===== src/rtl/lbp_stream_if.sv =====
// Pixel-fetch and LBP-write bus for lbp_stream.
// Optional macro LBP_THRESH_EN adds the lbp_thresh comparison offset.
// master: the LBP engine. slave: the gray/LBP memory side.
interface lbp_stream_if #(
    parameter int unsigned DATA_WIDTH = 8,
    parameter int unsigned ADDR_WIDTH = 14
);
    logic                  gray_ready;
    logic [DATA_WIDTH-1:0] gray_data;
    logic                  gray_req;
    logic [ADDR_WIDTH-1:0] gray_addr;
    logic                  lbp_valid;
    logic [ADDR_WIDTH-1:0] lbp_addr;
    logic [7:0]            lbp_data;
    logic                  finish;
`ifdef LBP_THRESH_EN
    logic [DATA_WIDTH-1:0] lbp_thresh;

    modport master (
        input  gray_ready, gray_data, lbp_thresh,
        output gray_req, gray_addr, lbp_valid, lbp_addr, lbp_data, finish
    );
    modport slave (
        output gray_ready, gray_data, lbp_thresh,
        input  gray_req, gray_addr, lbp_valid, lbp_addr, lbp_data, finish
    );
`else
    modport master (
        input  gray_ready, gray_data,
        output gray_req, gray_addr, lbp_valid, lbp_addr, lbp_data, finish
    );
    modport slave (
        output gray_ready, gray_data,
        input  gray_req, gray_addr, lbp_valid, lbp_addr, lbp_data, finish
    );
`endif
endinterface


===== src/rtl/lbp_stream.sv =====
// Streaming 3x3 Local Binary Pattern engine: single raster pass over the
// gray image, two line buffers plus a window, one code per interior pixel.
// Optional macro LBP_THRESH_EN: neighbor >= center + lbp_thresh.
module lbp_stream #(
    parameter int unsigned IMG_W      = 128,
    parameter int unsigned IMG_H      = 128,
    parameter int unsigned DATA_WIDTH = 8,
    parameter int unsigned ADDR_WIDTH = $clog2(IMG_W * IMG_H)
) (
    input  logic clk,
    input  logic reset,
    lbp_stream_if.master bus
);
    localparam int unsigned COL_W = $clog2(IMG_W);
    localparam int unsigned ROW_W = $clog2(IMG_H);
    localparam int unsigned CMP_W = DATA_WIDTH + 1;

    typedef enum logic [1:0] {IDLE, FETCH, DONE} state_t;

    state_t                state_q, state_d;
    logic [COL_W-1:0]      col_q, col_d;
    logic [ROW_W-1:0]      row_q, row_d;
    logic [ADDR_WIDTH-1:0] addr_q, addr_d;
    logic                  valid_q, valid_d;
    logic [ADDR_WIDTH-1:0] laddr_q, laddr_d;
    logic [7:0]            ldata_q, ldata_d;
    logic                  finish_q, finish_d;

    // Window columns: l* = column c-2, c* = column c-1 (t/m/b = rows r-2, r-1, r)
    logic [DATA_WIDTH-1:0] lt_q, lt_d, ct_q, ct_d;
    logic [DATA_WIDTH-1:0] lm_q, lm_d, cm_q, cm_d;
    logic [DATA_WIDTH-1:0] lb_q, lb_d, cb_q, cb_d;

    // line_a holds row r-2, line_b holds row r-1, both indexed by column
    logic [DATA_WIDTH-1:0] line_a_q [IMG_W];
    logic [DATA_WIDTH-1:0] line_b_q [IMG_W];

    logic                  consume;
    logic                  last_px;
    logic                  at_window;
    logic [DATA_WIDTH-1:0] top_px, mid_px, bot_px;
    logic [CMP_W-1:0]      ctr_cmp;
    logic [7:0]            code_c;

    function automatic logic ge(input logic [DATA_WIDTH-1:0] n,
                                input logic [CMP_W-1:0] c);
        return CMP_W'(n) >= c;
    endfunction

    assign consume      = (state_q == FETCH) && bus.gray_ready;
    assign bus.gray_req = consume;

    // Incoming column at the current fetch column and its LBP code
    always_comb begin
        top_px    = line_a_q[col_q];
        mid_px    = line_b_q[col_q];
        bot_px    = bus.gray_data;
        last_px   = (row_q == ROW_W'(IMG_H - 1)) && (col_q == COL_W'(IMG_W - 1));
        at_window = (row_q >= ROW_W'(2)) && (col_q >= COL_W'(2));
`ifdef LBP_THRESH_EN
        ctr_cmp   = CMP_W'(cm_q) + CMP_W'(bus.lbp_thresh);
`else
        ctr_cmp   = CMP_W'(cm_q);
`endif
        code_c[0] = ge(lt_q,   ctr_cmp);
        code_c[1] = ge(ct_q,   ctr_cmp);
        code_c[2] = ge(top_px, ctr_cmp);
        code_c[3] = ge(lm_q,   ctr_cmp);
        code_c[4] = ge(mid_px, ctr_cmp);
        code_c[5] = ge(lb_q,   ctr_cmp);
        code_c[6] = ge(cb_q,   ctr_cmp);
        code_c[7] = ge(bot_px, ctr_cmp);
    end

    // Next-state: FSM, raster counters, window shift and output strobe
    always_comb begin
        state_d  = state_q;
        col_d    = col_q;
        row_d    = row_q;
        addr_d   = addr_q;
        valid_d  = 1'b0;
        laddr_d  = laddr_q;
        ldata_d  = ldata_q;
        finish_d = 1'b0;
        lt_d = lt_q; ct_d = ct_q;
        lm_d = lm_q; cm_d = cm_q;
        lb_d = lb_q; cb_d = cb_q;
        case (state_q)
            IDLE: begin
                if (bus.gray_ready) state_d = FETCH;
            end
            FETCH: begin
                if (consume) begin
                    lt_d = ct_q; ct_d = top_px;
                    lm_d = cm_q; cm_d = mid_px;
                    lb_d = cb_q; cb_d = bot_px;
                    if (at_window) begin
                        valid_d = 1'b1;
                        laddr_d = addr_q - ADDR_WIDTH'(IMG_W + 1);
                        ldata_d = code_c;
                    end
                    addr_d = addr_q + ADDR_WIDTH'(1);
                    if (col_q == COL_W'(IMG_W - 1)) begin
                        col_d = '0;
                        row_d = row_q + ROW_W'(1);
                    end else begin
                        col_d = col_q + COL_W'(1);
                    end
                    if (last_px) begin
                        state_d  = DONE;
                        finish_d = 1'b1;
                        col_d    = '0;
                        row_d    = '0;
                        addr_d   = '0;
                    end
                end
            end
            DONE:    state_d = IDLE;
            default: state_d = IDLE;
        endcase
    end

    // State and output registers with synchronous reset
    always_ff @(posedge clk) begin
        if (reset) begin
            state_q  <= IDLE;
            col_q    <= '0;
            row_q    <= '0;
            addr_q   <= '0;
            valid_q  <= 1'b0;
            laddr_q  <= '0;
            ldata_q  <= '0;
            finish_q <= 1'b0;
            lt_q <= '0; ct_q <= '0;
            lm_q <= '0; cm_q <= '0;
            lb_q <= '0; cb_q <= '0;
        end else begin
            state_q  <= state_d;
            col_q    <= col_d;
            row_q    <= row_d;
            addr_q   <= addr_d;
            valid_q  <= valid_d;
            laddr_q  <= laddr_d;
            ldata_q  <= ldata_d;
            finish_q <= finish_d;
            lt_q <= lt_d; ct_q <= ct_d;
            lm_q <= lm_d; cm_q <= cm_d;
            lb_q <= lb_d; cb_q <= cb_d;
        end
    end

    // Line buffers shift one row down per consumed pixel; contents never reset
    always_ff @(posedge clk) begin
        if (consume) begin
            line_a_q[col_q] <= mid_px;
            line_b_q[col_q] <= bot_px;
        end
    end

    assign bus.gray_addr = addr_q;
    assign bus.lbp_valid = valid_q;
    assign bus.lbp_addr  = laddr_q;
    assign bus.lbp_data  = ldata_q;
    assign bus.finish    = finish_q;
endmodule


===== src/flat_wrapper.sv =====
// flat-port wrapper written by rule: the top's interface ports become plain ports
module lbp_stream_flat 
#(
    parameter int unsigned IMG_W      = 128,
    parameter int unsigned IMG_H      = 128,
    parameter int unsigned DATA_WIDTH = 8,
    parameter int unsigned ADDR_WIDTH = $clog2(IMG_W * IMG_H)
)
  (clk, reset, bus_gray_ready, bus_gray_data, bus_gray_req, bus_gray_addr, bus_lbp_valid, bus_lbp_addr, bus_lbp_data, bus_finish);
  lbp_stream_if #(.DATA_WIDTH(DATA_WIDTH), .ADDR_WIDTH(ADDR_WIDTH)) bus_i ();
  input  logic clk;
  input  logic reset;
  input wire logic [$bits(bus_i.gray_ready)-1:0] bus_gray_ready;
  input wire logic [$bits(bus_i.gray_data)-1:0] bus_gray_data;
  output wire logic [$bits(bus_i.gray_req)-1:0] bus_gray_req;
  output wire logic [$bits(bus_i.gray_addr)-1:0] bus_gray_addr;
  output wire logic [$bits(bus_i.lbp_valid)-1:0] bus_lbp_valid;
  output wire logic [$bits(bus_i.lbp_addr)-1:0] bus_lbp_addr;
  output wire logic [$bits(bus_i.lbp_data)-1:0] bus_lbp_data;
  output wire logic [$bits(bus_i.finish)-1:0] bus_finish;
  assign bus_i.gray_ready = bus_gray_ready;
  assign bus_i.gray_data = bus_gray_data;
  assign bus_gray_req = bus_i.gray_req;
  assign bus_gray_addr = bus_i.gray_addr;
  assign bus_lbp_valid = bus_i.lbp_valid;
  assign bus_lbp_addr = bus_i.lbp_addr;
  assign bus_lbp_data = bus_i.lbp_data;
  assign bus_finish = bus_i.finish;
  lbp_stream #(.IMG_W(IMG_W), .IMG_H(IMG_H), .DATA_WIDTH(DATA_WIDTH), .ADDR_WIDTH(ADDR_WIDTH)) u_core (.clk(clk), .reset(reset), .bus(bus_i));
endmodule

===== config.mk =====
export PLATFORM = sky130hd
export DESIGN_NAME = lbp_stream_flat
export DESIGN_NICKNAME = d
export VERILOG_FILES = /design/src/rtl/lbp_stream_if.sv /design/src/rtl/lbp_stream.sv /design/src/flat_wrapper.sv
export SDC_FILE = /design/constraint.sdc
export NUM_CORES = 2
export LEC_CHECK = 0
export ABC_AREA = 1
export ABC_CLOCK_PERIOD_IN_PS = 5900
export CAP_MARGIN = 30
export CELL_PAD_IN_SITES_DETAIL_PLACEMENT = 0
export CELL_PAD_IN_SITES_GLOBAL_PLACEMENT = 1
export CORE_MARGIN = 2
export CORE_UTILIZATION = 45
export CTS_CLUSTER_DIAMETER = 200
export DETAILED_ROUTE_END_ITERATION = 6
export PLACE_DENSITY = 0.68
export SYNTH_ARGS = -nofsm -noshare
export SYNTH_HDL_FRONTEND = slang
export SYNTH_SLANG_ARGS = --single-unit
export TNS_END_PERCENT = 30

===== constraint.sdc =====
create_clock -name clk -period 5.9 [get_ports clk]
set_clock_uncertainty 0.15 [all_clocks]
set_input_delay 0.59 -clock clk [delete_from_list [all_inputs] [get_ports clk]]
set_output_delay 0.59 -clock clk [all_outputs]
set_load 0.01 [all_outputs]

==> summary.md <==
| Metric | Value |
|---|---|
| Status | `finished, final reports clean` |
| Ys async rst share | `0` |
| Period minus WS final | `4.46 ns` |
| Layout cells sized above 1 | `0.0854` |
| Hold Crit Class | `input port to flip-flop` |
| Vias in the first global route | `55,100` |
| Syn nets | `7,579` |
| NumNets Final | `7,648` |
| Fin. Hold Viols | `0` |
| YS warnings | `0` |
| Placer Congestion | `0.861` |
| Drt pass-1 iters | `6` |
| CTS tree | `yes` |
| Crit end category | `flip-flop` |
| Register area | `63,700 um2` |
| Bufs on Longest Clock Path | `3` |
| Post-synthesis cell count | `7,498` |
| Worst-path maximum fanout | `119` |
| DR vias/cell | `5.62` |
| I/O Buffers | `49` |
| Sequential cell area fraction in the yosys report | `0.722` |
| Total CTS buffers | `220` |
| Row cnt | `162` |
| Commonest non-fill, non-tap cell in the layout | `nand2_1` |
| Vias | `58,400` |
| Final instance area | `99,400 um2` |
| Max Clk Rate | `224 MHz` |
| Max Slew Vio Count | `0` |
| Initial DRC count | `6,575` |
| Final WL | `257,000 um` |
| Rel. slew slack | `0.238` |
| RSZ-0062 raised after global routing | `false` |
| Post-synthesis cell type count | `40` |
| Synth Flop Type | `edfxtp_1` |
| Setup Total Neg Slack | `0 ns` |
| Starting Density | `0.453` |
| Avg Inst Size Synth | `11.8 um2` |
| CP Class | `flip-flop to flip-flop` |
| Worst Max-Slew Pin Slew | `1.14 ns` |
| Total track usage | `0.256` |
| Clock slew at reported path FFs | `0.06 ns` |
| Grt ovf | `0` |
| Initial antenna violation count | `9` |
| Power Dens Cells | `331 nW/um2` |
| Final-report setup violation count | `0` |
| Number of setup buffers added after CTS | `0` |
| Max cap viols | `0` |
| Critical path required time | `6.33 ns` |
| Placed cell areas | `92,100 um2` |
| Die W | `447 um` |
| Largest net degree at the start of global routing | `129` |
| Period utilization | `0.757` |
| Hold path start | `bus_gray_data[4]` |
| Die Span Y | `447 um` |
| Residual DRC | `0` |
| IO Count | `50` |
| DP HPWL | `143,000 um` |
| Antenna Nets Post-Route | `0` |
| Clk_lat worst skew | `0.88 ns` |
| FF+latch count, synth | `2,157` |
| WP data arrival | `4.90 ns` |
| Core area | `195,000 um2` |
| Startpoint Class | `flip-flop` |
| Number of synthesized flops with an enable pin | `2,048` |
| Post-synth design cell area | `88,100 um2` |
| Pleak | `34.8 nW` |
| # clock sinks | `2,157` |
| Layout area overhead | `12.7%` |
| Fillers | `16,800` |
| Commonest non-fill, non-tap cells in the layout | `nand2_1 (2,171), edfxtp_1 (2,048), nand3_1 (2,046)` |
| Die area | `199,000 um2` |
| Clock Tree Root | `clkbuf_16` |
| First-pass GRT wire length | `377,000 um` |
| Avg WL per Cell | `24.8 um` |
| VDD IR max | `271 uV` |
| Multi-input gate area | `21,600 um2` |
| H-tree levels | `4` |
-- path summary, 6_finish.rpt --
check,endpoint,slack (ns),depth (start not counted)
setup / recovery,u_core.line_a_q[34][7],1.44,12
hold / removal,u_core.line_b_q[97][4],0.06,1
setup reg to reg,u_core.line_a_q[34][7],1.44,12
hold reg to reg,u_core.lm_q[0],0.30,2
-- metal layers --
metal / GRT usage / vias up / wire length [um]
li1: - / 26800 / -
met1: 0.368 / 29100 / 112000
met4: 0.0745 / 0 / 6870
met3: 0.0403 / 356 / 18500
met5: 0 / - / 0
met2: 0.404 / 2117 / 120000
-- state kept, by name, summed over array words and instances, names as in the netlist, named ones only --
| signal | flops |
|---|---|
| u_core.bus.finish | 1 |
| u_core.bus.gray_addr | 14 |
| u_core.bus.lbp_addr | 14 |
| u_core.bus.lbp_data | 8 |
| u_core.bus.lbp_valid | 1 |
| u_core.cb_q | 8 |
| u_core.cm_q | 8 |
| u_core.col_q | 7 |
| u_core.ct_q | 8 |
| u_core.lb_q | 8 |
| u_core.line_a_q | 1024 |
| u_core.line_b_q | 1024 |
| u_core.lm_q | 8 |
| u_core.lt_q | 8 |
| u_core.row_q | 7 |
| u_core.state_q | 2 |
-- cell families (layout without fill, tap and decap cells) --
group / Yosys count / in the layout / synth area share
compound gates: 165 / 165 / 0.0101
xor+xnor: 10 / 10 / 0.000994
other cells: 0 / 10 / 0
fa+ha+maj: 70 / 70 / 0.00994
simple gates: 4503 / 4503 / 0.222
flops: 2157 / 2157 / 0.722
buf+inv: 593 / 851 / 0.0342
-- worst max-delay path: stages, from the launching register on --
cell     delay [ns]
dfxtp_4        0.48
inv_16         0.50
buf_4          0.51
nand2_1        0.12
nand3_1        0.10
nand3_1        0.08
nand3_1        0.12
nand3_1        0.19
nand3_1        0.28
nand3_1        0.19
nand2_4        0.11
buf_4          0.64
buf_4          0.55
-- per-stage QoR --
step / setup slack (ns) / utilization / power [mW] / hold WS [ns] / std cells
floorplan: 1.76 / - / 18.5 / 0.283 / 7498
global placement: 1.48 / 0.472 / 19.3 / 0.300 / 9963
detailed placement: 1.47 / 0.473 / 19.3 / 0.299 / 9965
CTS: 1.45 / 0.510 / 33.1 / 0.0492 / 10400
global route: 1.27 / 0.510 / 33.9 / 0.0762 / 10400
finish: 1.44 / 0.510 / 32.9 / 0.0571 / 10400
-- cell usage after synthesis (all sizes together), types with 5 or more instances --
master | count | area [um2]
nand2 | 2180 | 8190
nand3 | 2052 | 10300
edfxtp | 2048 | 61500
buf | 399 | 2280
nor2 | 238 | 918
dfxtp | 109 | 2180
inv | 106 | 400
clkbuf | 87 | 327
o21ai | 71 | 355
ha | 70 | 876
a21oi | 64 | 320
nor3 | 16 | 90.1
a31oi | 11 | 68.8
nand4 | 10 | 68.8
xor2 | 9 | 78.8
a21boi | 5 | 37.5
-- report_power, final --
group	total [mW]	leakage, nW	internal, mW	switching [mW]
logic	2.01	12.0	0.477	1.53
clock network	14.0	3.52	8.01	5.94
registers	17.0	19.3	16.9	0.0321
-- area by class of cell --
type | instances | share of cell area
tap | 2624 | 0.0330
sequential | 2157 | 0.641
clock buffer | 276 | 0.0592
inverter | 107 | 0.00439
antenna | 10 | 0.000252
clock inverter | 135 | 0.0135
multi-input combinational | 4748 | 0.217
timing repair buffer | 333 | 0.0315
-- what timing repair did --
| item | in CTS | in global routing |
|---|---|---|
| resized for setup | 0 | 0 |
| hold buffers | 3 | 0 |
| endpoints found under the hold margin | 37 | 0 |
(Power assumes the default switching activity.)
==> RTL edit, RTL diff (same flow settings) <==
`DATA_WIDTH` is set to 8 in 3 places; all go to 10.
--- a/src/rtl/lbp_stream_if.sv
+++ b/src/rtl/lbp_stream_if.sv
@@ -3,5 +3,5 @@
 // master: the LBP engine. slave: the gray/LBP memory side.
 interface lbp_stream_if #(
-    parameter int unsigned DATA_WIDTH = 8,
+    parameter int unsigned DATA_WIDTH = 10,
     parameter int unsigned ADDR_WIDTH = 14
 );
--- a/src/rtl/lbp_stream.sv
+++ b/src/rtl/lbp_stream.sv
@@ -5,5 +5,5 @@
     parameter int unsigned IMG_W      = 128,
     parameter int unsigned IMG_H      = 128,
-    parameter int unsigned DATA_WIDTH = 8,
+    parameter int unsigned DATA_WIDTH = 10,
     parameter int unsigned ADDR_WIDTH = $clog2(IMG_W * IMG_H)
 ) (
--- a/src/flat_wrapper.sv
+++ b/src/flat_wrapper.sv
@@ -4,5 +4,5 @@
     parameter int unsigned IMG_W      = 128,
     parameter int unsigned IMG_H      = 128,
-    parameter int unsigned DATA_WIDTH = 8,
+    parameter int unsigned DATA_WIDTH = 10,
     parameter int unsigned ADDR_WIDTH = $clog2(IMG_W * IMG_H)
 )
Ports: changed (resized bus_gray_data); port bits go from 50 to 52. No check against the original RTL was run, so the function may have changed too.
==> RTL edit against the unedited design <==
- synthesized area up 23%
- clock power rose by 26%
- worst hold slack got worse by 18 ps
- setup slack lost 150 ps
- die area grew 23%
- cell count up 22%
- design area is 24% higher
- wire length grew 27%
- total power increased by 26%
- via count increased by 24%
- sequential cell count grew 524
==> RTL edit: results (changes against the unedited design) <==
Power
  • Comb power frac: 6.3% (+0.2 points)
  • Leak pwr: 42.9 nW (+23%)
  • Pwr dens: 336 nW/um2 (+1.4%)
  • Internal power: 0.0320 W (+26%)
  • Clock power frac: 42.6% (+0.2 points)
  • VDD IR-drop max: 0.250 mV (-7.7%)

Global route
  • Global routing usage on met1: 37.8% (+1.0 points)
  • Largest net degree at the start of global routing: 170 (+32%)
  • Initial antenna violation count: 13 (+4)
  • Met2 GRT Util: 41.4% (+1.0 points)
  • Vias in the first global route: 68229 (+24%)
  • Global routing met3 resource utilization: 3.89% (-0.14 points)
  • Gr usage total: 26.2% (+0.57 points)
  • First-pass GRT wire length: 475000 um (+26%)

Worst setup path
  • Max FO, Critical Path: 53 (-55%)
  • WP data arrival: 5320 ps (+420 ps)
  • Critical Path Max Stage Delay: 740 ps (+100 ps)
  • CP max stage cell: dfxtp_4
  • CP top delay family: simple AND/OR/NAND/NOR gates

Detailed routing
  • Post-DR vias/cell: 5.71 (+1.7%)
  • Met1 WL: 140000 um (+25%)
  • DR top layer: met5
  • DR iter-0 viols: 8687 (+32%)
  • Final wirelength: 326000 um (+27%)
  • Via count: 72551 (+24%)
  • Routed wl met2: 151000 um (+26%)
  • Routed length on met3: 25000 um (+35%)

Synthesis
  • Area contributors post-synth: edfxtp_1, nand3_1, nand2_1, dfxtp_1, buf_2
  • Post-synthesis xor/xnor area fraction: 0.0563% (-0.043 points)
  • Number of synthesized flops with an enable pin: 2560 (+25%)
  • Synth cell count leaders: nand2_1, nand3_1, edfxtp_1, buf_2, nor2_1
  • Syn nets: 9343 (+23%)
  • Sequential area share after synthesis: 72.8% (+0.61 points)
  • Asr flop ratio synth: 0% (unchanged)
  • Netlist cell types: 36 (-10%)
  • Avg Inst Size Synth: 11.8 um2 (+0.16%)
  • Post-synthesis compound-gate area fraction: 0.908% (-0.10 points)
  • Fraction of the mapped netlist area in adder cells: 0.989% (-0.0050 points)

CTS
  • Hold buffer count at CTS: 8 (+5)
  • H-tree Lvls: 5 (+1)
  • CTS Buf Count: 299 (+36%)
  • Worst-case clock buffer depth: 4 (+1)
  • Worst-Skew Late Latency: 950 ps (+70 ps)

Placement
  • Placed cell areas: 114000 um2 (+24%)
  • I/O Buffers: 51 (+4.1%)
  • Inst Count DP: 12177 (+22%)
  • DP HPWL: 177000 um (+24%)
  • Placer Congestion: 0.888 (+3.1%)

Finish
  • Fraction of layout cells with a size suffix above 1: 8.98% (+0.45 points)
  • Biggest regs: u_core.line_a_q (1280), u_core.line_b_q (1280)
  • Total Nets Final: 9400 (+23%)

Outcome
  • Status: complete, no violations

Timing
  • Slew @ Worst Pin: 1040 ps (-101 ps)
-- RTL edit: cell count changes after synthesis, moves of 5 or more --
cell	before	now
buf_6	23	0
nand2_1	2179	2717
ha_1	70	86
buf_2	245	405
edfxtp_1	2048	2560
dfxtp_1	109	121
a21boi_0	5	0
nand3_1	2050	2572
inv_1	100	92
nor2_1	232	254
buf_4	73	4
a21oi_1	64	84
clkbuf_1	87	136
-- RTL edit: worst paths after layout --
| check | from | to | slack (ps) | cells after the start |
|---|---|---|---|---|
| min | bus_gray_data[8] | u_core.line_b_q[21][8]$_DFFE_PP_ | 40 | 1 |
| max reg2reg | flip-flop | u_core.bus.lbp_data[2]$_SDFFE_PP0P_ | 1280 | 18 |
| max | flip-flop | u_core.bus.lbp_data[2]$_SDFFE_PP0P_ | 1280 | 18 |
| min reg2reg | u_core.lm_q[0]$_SDFFE_PP0P_ | u_core.lm_q[0]$_SDFFE_PP0P_ | 320 | 2 |
-- RTL edit: final cells by class --
type / instances / area (um2)
clock inverter: 126 / 1070
tap: 3185 / 3990
fill: 20828 / 117000
clock buffer: 379 / 7980
timing repair buffer: 355 / 3460
antenna: 6 / 15.0
multi-input combinational: 5863 / 26800
sequential: 2681 / 79300
inverter: 101 / 408
-- RTL edit: logic make-up (layout without fill, tap and decap cells) --
group | after synthesis | in the layout
AO/OA/AOI/OAI | 186 | 186
XOR/XNOR | 7 | 7
adder cells (fa/ha/maj) | 86 | 86
buffers and inverters | 700 | 961
flip-flops | 2681 | 2681
other | 0 | 6
AND/OR/NAND/NOR | 5584 | 5584
-- RTL edit: stage by stage --
step | utilization (%) | worst slack (ps)
4_1_cts | 51.2 | 1380
5_1_grt | 51.2 | 1120
3_3_place_gp | 47.3 | 1340
3_5_place_dp | 47.4 | 1320
6_report | 51.2 | 1280
2_1_floorplan | - | 1680
